[src/rtl/lever_adc_frontend_pkg.sv]
`default_nettype none
// ============================================================================
// lever_adc_pkg : shared types and constants for the lever ADC front end
// Rev 1.0
// ============================================================================
package lever_adc_pkg;

    typedef enum logic [2:0] {
        IDLE     = 3'd0,
        CS_SETUP = 3'd1,
        SHIFT    = 3'd2,
        CS_HOLD  = 3'd3,
        GAP      = 3'd4,
        PROCESS  = 3'd5
    } state_t;

    localparam logic [11:0] ADC_CENTER = 12'd2048;

    localparam logic [1:0] CMD_START = 2'b11;
    localparam logic       CMD_SGL   = 1'b1;

    localparam logic signed [31:0] SAT_MAX = 32'sd32767;
    localparam logic signed [31:0] SAT_MIN = -32'sd32768;

    function automatic logic [15:0] cmd_word(input logic ch);
        return {CMD_START, ch, CMD_SGL, 12'b0};
    endfunction

    function automatic logic signed [15:0] sat16(input logic signed [31:0] v);
        if (v > SAT_MAX) begin
            return 16'sh7FFF;
        end else if (v < SAT_MIN) begin
            return 16'sh8000;
        end
        return v[15:0];
    endfunction

endpackage
`default_nettype wire

[src/rtl/lever_adc_frontend_frame.sv]
`default_nettype none
// ============================================================================
// spi_adc_frame : one 16-bit mode-0 SPI frame (CS setup, 16 SCLK, CS hold)
// Rev 1.0
// ============================================================================
module spi_adc_frame
    import lever_adc_pkg::*;
#(
    parameter int CLK_DIV = 25
) (
    input  logic        clock,
    input  logic        reset,
    input  logic        start_i,
    input  logic        ch_i,
    input  logic        miso_i,
    output logic        cs_n_o,
    output logic        sclk_o,
    output logic        mosi_o,
    output logic        done_o,
    output logic [11:0] result_o,
    output state_t      state_o
);

    localparam int               DIV_W    = (CLK_DIV > 1) ? $clog2(CLK_DIV) : 1;
    localparam logic [DIV_W-1:0] DIV_LAST = DIV_W'(CLK_DIV - 1);

    state_t           state_q;
    logic [DIV_W-1:0] div_q;
    logic [4:0]       half_q;
    logic [15:0]      cmd_q;
    logic [11:0]      rx_q;
    logic             cs_n_q;
    logic             sclk_q;
    logic             mosi_q;
    logic [1:0]       miso_sync_q;
    logic             w_div_end;

    assign w_div_end = (div_q == DIV_LAST);

    always_ff @(posedge clock or posedge reset) begin
        if (reset) begin
            miso_sync_q <= 2'b00;
        end else begin
            miso_sync_q <= {miso_sync_q[0], miso_i};
        end
    end

    always_ff @(posedge clock or posedge reset) begin
        if (reset) begin
            state_q <= IDLE;
            div_q   <= '0;
            half_q  <= 5'd0;
            cmd_q   <= 16'd0;
            rx_q    <= 12'd0;
            cs_n_q  <= 1'b1;
            sclk_q  <= 1'b0;
            mosi_q  <= 1'b0;
        end else begin
            case (state_q)
                IDLE: begin
                    if (start_i) begin
                        state_q <= CS_SETUP;
                        cs_n_q  <= 1'b0;
                        div_q   <= '0;
                        cmd_q   <= cmd_word(ch_i);
                    end
                end
                CS_SETUP: begin
                    if (w_div_end) begin
                        state_q <= SHIFT;
                        div_q   <= '0;
                        half_q  <= 5'd0;
                        mosi_q  <= cmd_q[15];
                        cmd_q   <= {cmd_q[14:0], 1'b0};
                    end else begin
                        div_q <= div_q + 1'b1;
                    end
                end
                SHIFT: begin
                    if (w_div_end) begin
                        div_q  <= '0;
                        half_q <= half_q + 5'd1;
                        // Even halves are SCLK low; MISO is captured on the rising transition.
                        if (!half_q[0]) begin
                            sclk_q <= 1'b1;
                            rx_q   <= {rx_q[10:0], miso_sync_q[1]};
                        end else begin
                            sclk_q <= 1'b0;
                            if (half_q == 5'd31) begin
                                state_q <= CS_HOLD;
                            end else begin
                                mosi_q <= cmd_q[15];
                                cmd_q  <= {cmd_q[14:0], 1'b0};
                            end
                        end
                    end else begin
                        div_q <= div_q + 1'b1;
                    end
                end
                CS_HOLD: begin
                    if (w_div_end) begin
                        state_q <= IDLE;
                        div_q   <= '0;
                        cs_n_q  <= 1'b1;
                        mosi_q  <= 1'b0;
                    end else begin
                        div_q <= div_q + 1'b1;
                    end
                end
                default: state_q <= IDLE;
            endcase
        end
    end

    assign done_o   = (state_q == CS_HOLD) && w_div_end;
    assign result_o = rx_q;
    assign cs_n_o   = cs_n_q;
    assign sclk_o   = sclk_q;
    assign mosi_o   = mosi_q;
    assign state_o  = state_q;

endmodule
`default_nettype wire

[src/rtl/lever_adc_frontend.sv]
`default_nettype none
// ============================================================================
// lever_adc_frontend : periodic dual-channel lever sampling to signed 14.2
// Optional: LEVER_AVG_EN enables a 4-sample moving average per channel.
// Rev 1.0
// ============================================================================
module lever_adc_frontend
    import lever_adc_pkg::*;
#(
    parameter int SAMPLE_PERIOD = 50_000,
    parameter int CLK_DIV       = 25,
    parameter int DEADBAND      = 8,
    parameter int ACC_GAIN      = 4
) (
    input  logic        clock,
    input  logic        reset,
    output logic        adc_cs_n,
    output logic        adc_sclk,
    output logic        adc_mosi,
    input  logic        adc_miso,
    output logic [15:0] al1Bits,
    output logic [15:0] al2Bits,
    output logic        sample_valid,
    output logic        overrun,
    output logic [2:0]  db_state
);

    localparam int               PER_W    = (SAMPLE_PERIOD > 1) ? $clog2(SAMPLE_PERIOD) : 1;
    localparam int               DIV_W    = (CLK_DIV > 1) ? $clog2(CLK_DIV) : 1;
    localparam logic [DIV_W-1:0] DIV_LAST = DIV_W'(CLK_DIV - 1);

    logic [PER_W-1:0] per_q;
    state_t           state_q;
    logic             ch_q;
    logic [DIV_W-1:0] gap_q;
    logic [11:0]      raw0_q;
    logic [11:0]      raw1_q;
    logic [15:0]      al1_q;
    logic [15:0]      al2_q;
    logic             valid_q;
    logic             overrun_q;

    logic             w_trigger;
    logic             w_start;
    logic             w_done;
    logic [11:0]      w_result;
    state_t           w_frame_state;
    logic [11:0]      w_in0;
    logic [11:0]      w_in1;

    function automatic logic [15:0] lever_scale(input logic [11:0] raw);
        logic signed [12:0] c;
        int                 ci;
        c  = $signed({1'b0, raw}) - $signed({1'b0, ADC_CENTER});
        ci = int'(c);
        if (ci <= DEADBAND && ci >= -DEADBAND) begin
            ci = 0;
        end
        return sat16(ci * ACC_GAIN);
    endfunction

    assign w_trigger = (per_q == PER_W'(SAMPLE_PERIOD - 1));
    assign w_start   = ((state_q == IDLE) && w_trigger) ||
                       ((state_q == GAP) && (gap_q == DIV_LAST));

    always_ff @(posedge clock or posedge reset) begin
        if (reset) begin
            per_q <= '0;
        end else if (w_trigger) begin
            per_q <= '0;
        end else begin
            per_q <= per_q + 1'b1;
        end
    end

    spi_adc_frame #(
        .CLK_DIV (CLK_DIV)
    ) u_frame (
        .clock    (clock),
        .reset    (reset),
        .start_i  (w_start),
        .ch_i     (state_q == GAP),
        .miso_i   (adc_miso),
        .cs_n_o   (adc_cs_n),
        .sclk_o   (adc_sclk),
        .mosi_o   (adc_mosi),
        .done_o   (w_done),
        .result_o (w_result),
        .state_o  (w_frame_state)
    );

`ifdef LEVER_AVG_EN
    logic [2:0][11:0] hist0_q;
    logic [2:0][11:0] hist1_q;
    logic [13:0]      w_sum0;
    logic [13:0]      w_sum1;

    assign w_sum0 = {2'b00, raw0_q} + {2'b00, hist0_q[0]} + {2'b00, hist0_q[1]} + {2'b00, hist0_q[2]};
    assign w_sum1 = {2'b00, raw1_q} + {2'b00, hist1_q[0]} + {2'b00, hist1_q[1]} + {2'b00, hist1_q[2]};
    assign w_in0  = w_sum0[13:2];
    assign w_in1  = w_sum1[13:2];

    always_ff @(posedge clock or posedge reset) begin
        if (reset) begin
            hist0_q <= {3{ADC_CENTER}};
            hist1_q <= {3{ADC_CENTER}};
        end else if (state_q == PROCESS) begin
            hist0_q <= {hist0_q[1:0], raw0_q};
            hist1_q <= {hist1_q[1:0], raw1_q};
        end
    end
`else
    assign w_in0 = raw0_q;
    assign w_in1 = raw1_q;
`endif

    // CS_SETUP here means "a frame is in flight"; the frame engine reports the detailed phase.
    always_ff @(posedge clock or posedge reset) begin
        if (reset) begin
            state_q   <= IDLE;
            ch_q      <= 1'b0;
            gap_q     <= '0;
            raw0_q    <= 12'd0;
            raw1_q    <= 12'd0;
            al1_q     <= 16'd0;
            al2_q     <= 16'd0;
            valid_q   <= 1'b0;
            overrun_q <= 1'b0;
        end else begin
            valid_q <= 1'b0;
            if (w_trigger && (state_q != IDLE)) begin
                overrun_q <= 1'b1;
            end
            case (state_q)
                IDLE: begin
                    if (w_trigger) begin
                        state_q <= CS_SETUP;
                        ch_q    <= 1'b0;
                    end
                end
                CS_SETUP: begin
                    if (w_done) begin
                        if (!ch_q) begin
                            raw0_q  <= w_result;
                            gap_q   <= '0;
                            state_q <= GAP;
                        end else begin
                            raw1_q  <= w_result;
                            state_q <= PROCESS;
                        end
                    end
                end
                GAP: begin
                    if (gap_q == DIV_LAST) begin
                        state_q <= CS_SETUP;
                        ch_q    <= 1'b1;
                    end else begin
                        gap_q <= gap_q + 1'b1;
                    end
                end
                PROCESS: begin
                    al1_q   <= lever_scale(w_in0);
                    al2_q   <= lever_scale(w_in1);
                    valid_q <= 1'b1;
                    state_q <= IDLE;
                end
                default: state_q <= IDLE;
            endcase
        end
    end

    assign al1Bits      = al1_q;
    assign al2Bits      = al2_q;
    assign sample_valid = valid_q;
    assign overrun      = overrun_q;
    assign db_state     = (state_q == CS_SETUP) ? w_frame_state : state_q;

endmodule
`default_nettype wire
[config.mk]
export PLATFORM = sky130hd
export DESIGN_NAME = lever_adc_frontend
export DESIGN_NICKNAME = d
export VERILOG_FILES = /design/src/rtl/lever_adc_frontend_pkg.sv /design/src/rtl/lever_adc_frontend_frame.sv /design/src/rtl/lever_adc_frontend.sv
export SDC_FILE = /design/constraint.sdc
export NUM_CORES = 1
export LEC_CHECK = 0
export BUFFER_PORTS_ARGS = -buffer_cell sky130_fd_sc_hd__buf_4
export CAP_MARGIN = 10
export CORE_MARGIN = 4
export CORE_UTILIZATION = 55
export DETAILED_ROUTE_END_ITERATION = 6
export GPL_TIMING_DRIVEN = 0
export PLACE_DENSITY = 0.84
export SYNTH_ARGS = -nofsm -noshare
export SYNTH_HDL_FRONTEND = slang
export SYNTH_SLANG_ARGS = --single-unit
[constraint.sdc]
create_clock -name clock -period 6.8 [get_ports clock]
set_input_delay 0.34 -clock clock [delete_from_list [all_inputs] [get_ports clock]]
set_output_delay 0.34 -clock clock [all_outputs]
set_load 0.05 [all_outputs]
==> metrics <==
crit share post-route=36.87%; post-layout util=65.02%; Synth Area in Compound Gates=8.644%; Cells after Synth=413; Synth Area in Simple Gates=~15%; Power per Cell Area=191.4 nW/um2; # diodes=0; CTS Hold Bufs=1; cts bufs inserted=9; post-synthesis mux area share=10.15%; Avg Cell Area, Syn=11.46 um2; global-route wire length before repair=14660 um; number of synthesized register bits=roughly 110; nets=482; drt wl/cell=14.91 um; pins over their slew limit=0; via/cell ratio=5.612; Hold Vio Cnt, Final=0; worst min path class=in2reg; placed cells=560; max-cap violations=0; largest net degree at the start of global routing=71; die area=approximately 10000 um2; initial core utilization=57.03%; post-synth top area share=56.04%; Main synth FF type=dfrtp_1; RSZ-0062 raised after global routing=false; gp weighted congestion=0.8722; total routed wirelength=about 8600 um; setup TNS=0 ns; IO Port Bufs=38; ys async rst share=100.0%; status=completed; Layout area overhead=14.01%; IO Count=43; CTS tree=built; Worst Setup End Kind=flop; Synth Area in XOR/XNOR=2.961%; Setup Fix Bufs, Post-CTS=0; number of flops mapped to enable cells by yosys=0; Unique masters post-synth=46; clock skew=0.01667 ns; layout cell share with drive strength beyond 1=24.15%; largest family of logic cells by synthesized area=simple AND/OR/NAND/NOR gates; clk sinks=107; Core Area=8299 um2; Slew headroom=56.86%; sequential cell area fraction in the yosys report=56.60%; most area-consuming cells after synthesis=dfrtp_1 56%, mux2_2 9.5%, nand2_1 4.0%; post-DP HPWL=around 6200 um; vias in the first global route=3125; final antenna-violating net count=0; row cnt=33; YS warnings=0; fillers=620; Die Y=a little over 100 um; Die X=100.8 um; initial antenna violation count=0; Max FO, Critical Path=10; Worst setup SP type=flop; Detailed Route Iter0 Violations=around 110; maximum vdd drop=136.4 uV; fraction of the mapped netlist area in adder cells=under 10%; Leak=2.643 nW; GR Overflow Total=0; post-layout min period=approximately 2.5 ns; post-synth top area cell=dfrtp_1; Slew @ Worst Pin=0.6448 ns; Final setup viols=0; CP Data Arrival Time=2.77 ns; CTS clk-pin slew, worst paths=0.11 ns; Max Clk Rate=0.3988 GHz; vias=3238; worst skew pair latency=0.38 ns; Max clock buf depth=2; htree depth=3; drt pass-1 iters=4; Finished Layout Cells=just under 600; post_cts resized=0; CP Class=reg2reg; Root Driver=clkbuf_8; GRT Util Overall=around 18%; DRC viols=0; synthesized area=4733 um2; Worst EP required=about 7 ns
state kept, by name (all words and copies together), names as in the netlist:
name                 cells
al1Bits                 12
u_frame.miso_sync_q      2
gap_q                    5
u_frame.cs_n_o           1
al2Bits                 12
u_frame.state_o          2
ch_q                     1
sample_valid             1
state_q                  2
u_frame.half_q           5
u_frame.sclk_o           1
per_q                   16
u_frame.result_o        12
u_frame.cmd_q            4
u_frame.div_q            5
u_frame.mosi_o           1
overrun                  1
raw0_q                  12
raw1_q                  12
critical path, stage by stage (launching register included):
cell      delay (ns)
dfrtp_1         0.51
ha_1            0.19
clkbuf_1        0.32
nand3_1         0.19
nor2_1          0.54
buf_4           0.30
mux2_2          0.34
layout by cell type, fill, tap and decap left out, types with 2 or more instances in the layout:
cell,n
nand2_1,51
a21oi_1,5
nor4b_1,4
nand4_1,8
clkbuf_8,9
clkinvlp_4,2
xor2_1,9
buf_2,3
nand3b_1,2
dfrtp_1,106
clkbuf_1,10
nor2b_1,4
nor4_1,3
xnor2_1,7
nand4b_1,2
and3_1,3
o31ai_1,3
a21o_1,3
o21a_1,2
nand3_1,16
inv_8,2
inv_1,13
nor2_1,27
nor3_1,5
ha_1,12
conb_1,4
a31oi_1,3
mux2_2,40
buf_4,47
nor4bb_1,2
o21ai_0,25
a22o_1,11
nand2b_1,5
mux2i_1,3
final cells by class:
| class | count | area (um2) | area share [%] |
|---|---|---|---|
| sequential | 107 | 2679 | 49.64 |
| clock buffer | 9 | 123.9 | 2.295 |
| timing repair buffer | 40 | 322.8 | 5.982 |
| inverter | 14 | 55.05 | 1.020 |
| buffer | 22 | 120.1 | 2.226 |
| multi-input combinational | 273 | 1893 | 35.08 |
| tap | 105 | 131.4 | 2.434 |
| clock inverter | 7 | 71.32 | 1.322 |
logic make-up (layout without fill, tap and decap cells):
group           count (synthesis)  count (layout)
fa+ha+maj                      12              12
other cells                     1               4
xor+xnor                       16              16
mux                            43              43
simple gates                  139             139
flops                         107             107
compound gates                 59              59
buf+inv                        36              92
final timing paths:
path | from | to | depth (start not counted) | slack (ns)
setup / recovery | u_frame.state_o[0]$_DFFE_PP0P_ | raw0_q[1]$_DFFE_PP0P_ | 6 | 4.29
hold / removal | adc_miso | u_frame.miso_sync_q[0]$_DFF_PP0_ | 1 | 0.07
setup reg to reg | u_frame.state_o[0]$_DFFE_PP0P_ | raw0_q[1]$_DFFE_PP0P_ | 6 | 4.29
hold reg to reg | u_frame.miso_sync_q[0]$_DFF_PP0_ | u_frame.miso_sync_q[1]$_DFF_PP0_ | 0 | 0.36
max in group asynchronous | reset | u_frame.cmd_q[15]$_DFFE_PP0P_ | 4 | 5.58
min in group asynchronous | reset | per_q[11]$_DFF_PP0_ | 3 | 0.55
where the power goes:
group,switching (mW),total (mW),internal (mW)
registers,0.000106,0.637,0.636
clock network,0.232,0.375,0.143
logic,0.0171,0.0216,0.00445
total,0.249,1.03,0.784
routing by layer:
| metal | wire, um | GRT usage [%] | vias to the layer above |
|---|---|---|---|
| met5 | 0 | 0 | - |
| met4 | 180 | 5.803 | 0 |
| met3 | 494 | 5.052 | 19 |
| met2 | 4125 | 29.52 | 98 |
| met1 | 3801 | 23.44 | 1582 |
| li1 | - | - | 1539 |
through the flow:
stage | hold slack (ns) | instance area, um2 | total power, mW | worst slack, ns
floorplan | 0.3312 | 4745 | 0.6649 | 3.644
global placement | 0.3349 | 5161 | 0.6687 | 2.613
detailed placement | 0.3379 | 5191 | 0.6712 | 4.387
CTS | 0.05995 | 5396 | 1.046 | 4.325
global route | 0.05573 | 5396 | 1.070 | 4.189
finish | 0.07364 | 5396 | 1.033 | 4.293
synthesized netlist by cell type, types with 2 or more instances:
library cell,count
o21a_1,2
xor2_1,9
a22o_1,11
nor2b_1,4
xnor2_1,7
o21ai_0,25
nand2_1,51
nand3b_1,2
nor4bb_1,2
nand3_1,16
a21o_1,3
nor2_1,27
and3_1,3
o31ai_1,3
dfrtp_1,106
mux2_2,40
mux2i_1,3
a21oi_1,5
ha_1,12
nor4_1,3
inv_1,14
nor3_1,5
nor4b_1,4
nand4b_1,2
buf_2,3
nand2b_1,5
clkbuf_1,10
buf_4,9
a31oi_1,3
nand4_1,8
No activity file was read; power rests on OpenSTA's default activity.
